**config.mk**
```make
export PLATFORM = sky130hd
export DESIGN_NAME = bin_to_bcd_seq
export DESIGN_NICKNAME = d
export VERILOG_FILES = /design/src/rtl/bcd_pkg.sv /design/src/rtl/bcd_dabble_step.sv /design/src/rtl/bin_to_bcd_seq.sv
export SDC_FILE = /design/constraint.sdc
export NUM_CORES = 1
export LEC_CHECK = 0
export CAP_MARGIN = 20
export CORE_AREA = 2 2 74 76
export CTS_CLUSTER_DIAMETER = 100
export DETAILED_ROUTE_END_ITERATION = 10
export DIE_AREA = 0 0 76 78
export PLACE_DENSITY_LB_ADDON = 0.3
export SYNTH_ARGS = -nofsm -noshare
export SYNTH_HDL_FRONTEND = slang
export SYNTH_SLANG_ARGS = --single-unit
```
**constraint.sdc**
```tcl
create_clock -name clk -period 2.26 [get_ports clk]
set_input_delay 0.452 -clock clk [delete_from_list [all_inputs] [get_ports clk]]
set_output_delay 0.452 -clock clk [all_outputs]
set_load 0.01 [all_outputs]
```
**src/rtl/bcd_pkg.sv**
```systemverilog
// Shared types and helpers for the sequential binary-to-BCD converter.
package bcd_pkg;

    typedef enum logic [1:0] {
        ST_IDLE = 2'd0,
        ST_CONV = 2'd1,
        ST_DONE = 2'd2
    } state_e;

    // Ceiling division, usable in localparam expressions.
    function automatic int ceil_div(input int a, input int b);
        return (a + b - 1) / b;
    endfunction

    // Double-dabble digit correction: digits >= 5 get +3 so the next
    // left shift carries correctly into the following decade.
    function automatic logic [3:0] add3(input logic [3:0] d);
        return (d >= 4'd5) ? d + 4'd3 : d;
    endfunction

endpackage

```
**src/rtl/bcd_dabble_step.sv**
```systemverilog
// One combinational double-dabble iteration: correct every digit, then
// shift the incoming operand bit into digit 0.
module bcd_dabble_step
    import bcd_pkg::*;
#(
    parameter int DIGITS = 6
) (
    input  logic [4*DIGITS-1:0] acc_i,
    input  logic                bit_i,
    output logic [4*DIGITS-1:0] acc_o,
    output logic                carry_o
);

    logic [4*DIGITS-1:0] corr;

    for (genvar d = 0; d < DIGITS; d++) begin : g_dig
        assign corr[4*d +: 4] = add3(acc_i[4*d +: 4]);
    end

    // The bit leaving the top digit is the overflow indication.
    assign acc_o   = {corr[4*DIGITS-2:0], bit_i};
    assign carry_o = corr[4*DIGITS-1];

endmodule

```
**src/rtl/bin_to_bcd_seq.sv**
```systemverilog
// Sequential binary-to-BCD converter (double dabble), STEPS iterations per
// clock, optional two's complement input reported as sign + magnitude.
module bin_to_bcd_seq
    import bcd_pkg::*;
#(
    parameter int BIN_W  = 17,
    parameter int DIGITS = 6,
    parameter int STEPS  = 1,
    parameter int SIGNED = 0
) (
    input  logic                clk,
    input  logic                reset,
    input  logic                in_valid,
    output logic                in_ready,
    input  logic [BIN_W-1:0]    bin,
    output logic                out_valid,
    input  logic                out_ready,
    output logic [4*DIGITS-1:0] bcd,
    output logic                neg,
    output logic                overflow
);

    localparam int N     = ceil_div(BIN_W, STEPS);
    localparam int NS    = N * STEPS;
    localparam int CNT_W = (N > 1) ? $clog2(N) : 1;
    localparam int AW    = 4 * DIGITS;

    if (BIN_W < 2 || BIN_W > 32) begin : g_bad_bin_w
        $error("bin_to_bcd_seq: BIN_W out of range 2..32");
    end
    if (DIGITS < 1 || DIGITS > 10) begin : g_bad_digits
        $error("bin_to_bcd_seq: DIGITS out of range 1..10");
    end
    if (STEPS < 1 || STEPS > BIN_W) begin : g_bad_steps
        $error("bin_to_bcd_seq: STEPS out of range 1..BIN_W");
    end
    if (SIGNED != 0 && SIGNED != 1) begin : g_bad_signed
        $error("bin_to_bcd_seq: SIGNED must be 0 or 1");
    end

    state_e               state_q, state_d;
    logic [AW-1:0]        acc_q, acc_d;
    logic [NS-1:0]        opnd_q, opnd_d;
    logic [CNT_W-1:0]     cnt_q, cnt_d;
    logic                 neg_q, neg_d;
    logic                 ovf_q, ovf_d;

    logic [BIN_W-1:0]     mag;
    logic [STEPS:0][AW-1:0] acc_chain;
    logic [STEPS-1:0]     carry;

    // Magnitude of the operand; -2^(BIN_W-1) wraps to 2^(BIN_W-1), which
    // is exactly right when read as unsigned.
    always_comb begin
        mag = bin;
        if (SIGNED != 0 && bin[BIN_W-1]) begin
            mag = (~bin) + {{(BIN_W-1){1'b0}}, 1'b1};
        end
    end

    // STEPS iterations chained combinationally, operand consumed MSB first.
    assign acc_chain[0] = acc_q;
    for (genvar s = 0; s < STEPS; s++) begin : g_step
        bcd_dabble_step #(.DIGITS(DIGITS)) u_step (
            .acc_i   (acc_chain[s]),
            .bit_i   (opnd_q[NS-1-s]),
            .acc_o   (acc_chain[s+1]),
            .carry_o (carry[s])
        );
    end

    // State register and datapath registers.
    always_ff @(posedge clk or posedge reset) begin
        if (reset) begin
            state_q <= ST_IDLE;
            acc_q   <= '0;
            opnd_q  <= '0;
            cnt_q   <= '0;
            neg_q   <= 1'b0;
            ovf_q   <= 1'b0;
        end else begin
            state_q <= state_d;
            acc_q   <= acc_d;
            opnd_q  <= opnd_d;
            cnt_q   <= cnt_d;
            neg_q   <= neg_d;
            ovf_q   <= ovf_d;
        end
    end

    // Next-state logic: accept in IDLE, N iteration cycles, hold in DONE.
    always_comb begin
        state_d = state_q;
        acc_d   = acc_q;
        opnd_d  = opnd_q;
        cnt_d   = cnt_q;
        neg_d   = neg_q;
        ovf_d   = ovf_q;
        case (state_q)
            ST_IDLE: begin
                if (in_valid) begin
                    state_d = ST_CONV;
                    acc_d   = '0;
                    opnd_d  = NS'(mag);
                    cnt_d   = '0;
                    neg_d   = (SIGNED != 0) && bin[BIN_W-1];
                    ovf_d   = 1'b0;
                end
            end
            ST_CONV: begin
                acc_d  = acc_chain[STEPS];
                opnd_d = opnd_q << STEPS;
                ovf_d  = ovf_q | (|carry);
                cnt_d  = cnt_q + CNT_W'(1);
                if (cnt_q == CNT_W'(N-1)) begin
                    state_d = ST_DONE;
                end
            end
            ST_DONE: begin
                if (out_ready) begin
                    state_d = ST_IDLE;
                end
            end
            default: state_d = ST_IDLE;
        endcase
    end

    assign in_ready  = (state_q == ST_IDLE);
    assign out_valid = (state_q == ST_DONE);
    assign bcd       = acc_q;
    assign neg       = (SIGNED != 0) ? neg_q : 1'b0;
    assign overflow  = ovf_q;

endmodule
```
==> results of run 1 <==
## stage by stage
stage                util  setup slack (ns)  area, um^2  power (uW)
floorplan               -             0.635        2820        3350
CTS                 0.679             0.122        3420        4700
global placement    0.659             0.429        3320        4050
global route        0.679            0.0463        3420        5040
detailed placement  0.659             0.358        3320        4130
finish              0.679             0.109        3420        4680
## metal layers
metal	track usage	part of all wire
met2	0.339	0.47
met1	0.283	0.47
met5	0	0
met3	0.0372	0.038
met4	0.0891	0.020
## cells in the final DEF, fill, tap and decap left out, types with 2 or more instances in the layout
master / count
a32o_1: 6
dfrtp_1: 49
nand2_1: 15
o311ai_1: 6
buf_4: 7
clkdlybuf4s50_1: 47
clkbuf_8: 7
a22oi_1: 16
mux2i_1: 2
nand4_1: 2
buf_12: 2
o21ai_1: 9
xnor2_1: 6
nor2b_1: 24
o32ai_1: 5
ha_1: 14
a21oi_1: 16
o2111ai_1: 12
o21a_1: 6
nor2_1: 2
o21ai_0: 20
o31ai_1: 7
o221ai_1: 6
inv_1: 27
a22o_1: 2
## power breakdown
| part | leakage (uW) | total [uW] | internal [uW] | switching, uW |
|---|---|---|---|---|
| logic | 0.000766 | 2470 | 1210 | 1250 |
| clock network | 0.0000542 | 558 | 277 | 281 |
| registers | 0.000633 | 1660 | 1260 | 397 |
| total | 0.00145 | 4680 | 2750 | 1930 |
## path summary, 6_finish.rpt
| path | startpoint | end | slack (ns) | cells after the start |
|---|---|---|---|---|
| min in group clk | cnt_q[4] | cnt_q[4] | 0.49 | 1 |
| hold reg to reg | cnt_q[4] | cnt_q[4] | 0.49 | 1 |
| setup / recovery | state_q[0] | in_ready | 0.11 | 2 |
| setup reg to reg | state_q[0] | bcd[2] | 0.54 | 4 |
| max in group asynchronous | reset | opnd_q[1] | 1.31 | 3 |
| hold / removal | reset | bcd[1] | 0.45 | 2 |
## area by class of cell
cell class | instances | area (um^2)
Clock inverter | 1 | 5.00
Tap cell | 70 | 87.6
Fill cell | 390 | 1620
Clock buffer | 7 | 96.3
Sequential cell | 49 | 1230
Inverter | 28 | 105
Multi-Input combinational cell | 186 | 1340
Timing Repair Buffer | 56 | 563
## cell families after synthesis
| logic type | Yosys count | share of synthesized area |
|---|---|---|
| and+or+nand+nor | 48 | 0.0987 |
| muxes | 2 | 0.00711 |
| DFF | 49 | 0.436 |
| xor gates and xnor gates | 6 | 0.0187 |
| AOI/OAI and AO/OA | 115 | 0.288 |
| other | 1 | 0.00133 |
| buffers and inverters | 47 | 0.0889 |
| adders and majority gates | 14 | 0.0622 |
## sequential cells by signal, indices dropped and copies added, names as in the netlist
| register | flops |
|---|---|
| bcd | 24 |
| cnt_q | 5 |
| state_q | 2 |
| opnd_q | 17 |
| overflow | 1 |
## critical path, delay by kind of cell (launching register included)
family,cells,cell delay [ns]
buf+inv,1,0.57
flops,1,0.57
simple gates,1,0.26
==> impl_metrics.json, run 1 <==
{
  "async_flop_share": 1.00,
  "gp_congestion": 0.790,
  "synth-seq-cells": 49,
  "synth_ff_type": "dfrtp_1",
  "vias_per_cell": 5.99,
  "drive_gt1_frac": 0.0673,
  "drc": 0,
  "design.die.area_um2": 5930,
  "cellPowerDensity_nw_per_um2": 1370,
  "slew_headroom": 0.665,
  "synth_nets": 317,
  "io_buffers": 47,
  "core-area_um2": 5040,
  "min_path_type": "in2async",
  "path_clk_slew_ns": 0.09,
  "crit_arrival_ns": 1.70,
  "hold_viol": 0,
  "cts_setup_buffers": 0,
  "num_vias": 2379,
  "outcome": "finished clean",
  "antenna_found_initial": 0,
  "grt_pass1_wl_um": 10200,
  "htreeDepth": 2,
  "synth.yosys.seq_area_share": 0.436,
  "synth_area_leaders": "dfrtp_1, ha_1, nor2b_1",
  "die_h_um": 78,
  "dp_cells": 389,
  "nets": 361,
  "root_buffer": "clkbuf_8",
  "criticalPathCategory": "reg2out",
  "worstPathRequired_ns": 1.81,
  "fin_skew_ns": 0.00447,
  "grt_max_degree": 34,
  "setup_viol_count_final": 0,
  "clock_path_buffers": 2,
  "drtAntennaViolNets": 0,
  "path_cells": "nor2_1 > clkdlybuf4s50_1",
  "ys_types": 35,
  "synth_edf_count": 0,
  "fin_cells": 397,
  "synthCells": 282,
  "max_freq_mhz": 465,
  "drt_iter0_drc": 178,
  "cts_buffers": 5,
  "synth_top_area_frac": 0.436,
  "insertion_delay_ns": 0.30,
  "whs_ns": 0.448,
  "critPathSlowestCell": "dfrtp_1",
  "synth.avg_cell_area_um2": 9.98,
  "end_kind": "output pin",
  "grt_pass1_vias": 2227,
  "cp-start-kind": "flip-flop",
  "drtPass1Iterations": 4,
  "hold_buffers": 0,
  "grtUsageTotal": 0.211,
  "min_period_ns": 2.15,
  "slew_violations": 0,
  "cts_sinks": 49,
  "slowest_delay_ns": 0.57,
  "synth-warning-count": 0,
  "grt_overflow_total": 0,
  "dieWidth_um": 76,
  "tightest_slew_ns": 0.502,
  "routedWlPerCell_um": 15.5,
  "rsz0062_at_grt": "false",
  "cts_tree": "built",
  "hpwl_um": 4290,
  "wl_um": 6170,
  "setup_tns_ns": 0,
  "io_pins": 49,
  "drv_cap": 0,
  "area_delta_synth_final_pct": 21.6,
  "synth_most_common_cell": "dfrtp_1",
  "leakage_uw": 0.00145,
  "rows": 26,
  "cts.repair.resized": 0,
  "start_util": 0.558,
  "finalCritPeriodShare": 0.952,
  "synth_area_leader_cell": "dfrtp_1",
  "synthTopCellsByCount": "dfrtp_1, inv_1, nor2b_1",
  "syn-cell-area_um2": 2820,
  "vdd_drop_max_mv": 0.803,
  "antenna_cells": 0,
  "crit_path_max_fanout": 16
}
Power figures use the tool's default switching activity.
==> inputs of run 2 (changes only) <==
CORE_AREA = 2 2 76 78   (was 2 2 74 76)
DIE_AREA = 0 0 78 80   (was 0 0 76 78)
HOLD_SLACK_MARGIN = 0.08   (was unset)
clock period = 2.2 ns   (was 2.26 ns; I/O delays follow)
==> run 2 against run 1 <==
Net effect: critical path depth unchanged; power up 2.0%; combinational power is essentially flat; final area is essentially flat; via count shrank 3.1%; largest power group unchanged; clock power grew 4.3%; sequential share of layout area hardly changed; sequential power is 2% higher.
==> impl_metrics.json, run 2 (synthesis gave the netlist of run 1 again) <==
{
  "io_buffers": 47,
  "power_frac_seq": 0.356,
  "power_switching_uw": 1980,
  "drtPass1Iterations": 4,
  "vias_per_cell": 5.76,
  "cp-start-kind": "flip-flop",
  "pwr-share-clk": 0.122,
  "setup_viol_count_final": 0,
  "cts_setup_buffers": 0,
  "grt_overflow_total": 0,
  "power_uw": 4780,
  "largest_register_ffs": 24,
  "cts_tree": "built",
  "wl_um": 6110,
  "whs_ns": 0.470,
  "antenna_cells": 0,
  "r2r_slack_ns": 0.34,
  "power_switching_share": 0.413,
  "io_pins": 49,
  "htreeDepth": 2,
  "drv_cap": 0,
  "cts.repair.resized": 0,
  "grt_max_degree": 31,
  "layout_commonest_cell": "dfrtp_1",
  "insertion_delay_ns": 0.30,
  "dieWidth_um": 78,
  "finalCritPeriodShare": 0.925,
  "grt_pass1_vias": 2171,
  "routedWlPerCell_um": 15.3,
  "end_kind": "output pin",
  "crit_path_max_fanout": 13,
  "gp_congestion": 0.789,
  "hold_buffers": 0,
  "min_path_type": "in2async",
  "rsz0062_at_grt": "false",
  "crit_arrival_ns": 1.60,
  "path_clk_slew_ns": 0.09,
  "setup_tns_ns": 0,
  "combPwrFrac": 0.522,
  "core-area_um2": 5410,
  "grtUsageTotal": 0.204,
  "worstReg2RegEnd": "bcd[23]",
  "start_util": 0.521,
  "worstRegToRegCells": 4,
  "grt_pass1_wl_um": 10100,
  "rows": 27,
  "fin_skew_ns": 0.00760,
  "nets": 362,
  "worstPathRequired_ns": 1.76,
  "slew_violations": 0,
  "fin_cells": 400,
  "drc": 0,
  "clock_path_buffers": 2,
  "finalInstanceArea_um2": 3420,
  "antenna_found_initial": 0,
  "internal_power_uw": 2800,
  "drt_iter0_drc": 130,
  "min_period_ns": 2.04,
  "cts_sinks": 49,
  "vdd_drop_max_mv": 0.764,
  "num_vias": 2305,
  "root_buffer": "clkbuf_8",
  "area_delta_synth_final_pct": 21.5,
  "cellPowerDensity_nw_per_um2": 1400,
  "drive_gt1_frac": 0.0701,
  "die_h_um": 80,
  "hpwl_um": 4230,
  "criticalPathCategory": "reg2out",
  "outcome": "finished clean",
  "placed_area_um2": 3320,
  "worstReg2RegStart": "state_q[0]",
  "drtAntennaViolNets": 0,
  "max_freq_mhz": 491,
  "leakage_uw": 0.00145,
  "cts_buffers": 5,
  "design.die.area_um2": 6240,
  "dp_cells": 392,
  "hold_viol": 0,
  "mostFrequentLayoutCells": "dfrtp_1, clkdlybuf4s50_1, inv_1, nor2b_1, o21ai_0"
}
==> run 2: cell count changes in the layout (fill, tap and decap cells not counted) <==
cell / change
buf_12: -1
buf_4: +2
==> run 2: layer usage <==
| layer | GRT usage | part of all wire | routed length (um) | up-vias |
|---|---|---|---|---|
| met4 | 0.0474 | 0.0038 | 23 | 0 |
| li1 | - | - | - | 1124 |
| met2 | 0.343 | 0.49 | 2990 | 39 |
| met1 | 0.272 | 0.48 | 2900 | 1140 |
| met5 | 0 | 0 | 0 | - |
| met3 | 0.0407 | 0.031 | 188 | 2 |
==> run 2: area by class of cell <==
cell class,instances,area (um^2)
Sequential cell,49,1230
Clock buffer,7,96.3
Clock inverter,1,5.00
Fill cell,459,1990
Inverter,28,105
Tap cell,72,90.1
Multi-Input combinational cell,186,1340
Timing Repair Buffer,57,558
==> run 2: worst max path at each step <==
stage,from,endpoint,slack (ns),cells after the start
final,state_q[0],out_valid,0.16,2
after global routing,state_q[0],out_valid,0.09,2
after global placement,in_valid,cnt_q[2],0.32,4
after CTS,state_q[0],out_valid,0.15,2
after detailed placement,in_valid,bcd[23],0.29,4
after floorplan,reset,bcd[0],0.59,1
==> run 2: per-stage QoR <==
stage | utilization | setup WS, ns
global route | 0.633 | 0.0919
detailed placement | 0.614 | 0.292
CTS | 0.633 | 0.154
floorplan | - | 0.587
finish | 0.633 | 0.164
global placement | 0.614 | 0.322
==> run 2: worst max-delay path: stages, from the launching register on <==
cell,delay [ns]
dfrtp_1,0.53
nor2b_1,0.21
clkdlybuf4s50_1,0.57
==> run 2: power by group through the flow <==
stage	clock network [uW]	registers [uW]	logic, uW
after floorplan	0	1690	1750
after global placement	0	1700	2430
after detailed placement	0	1700	2500
after CTS	592	1690	2510
after global routing	625	1760	2800
final	582	1700	2500
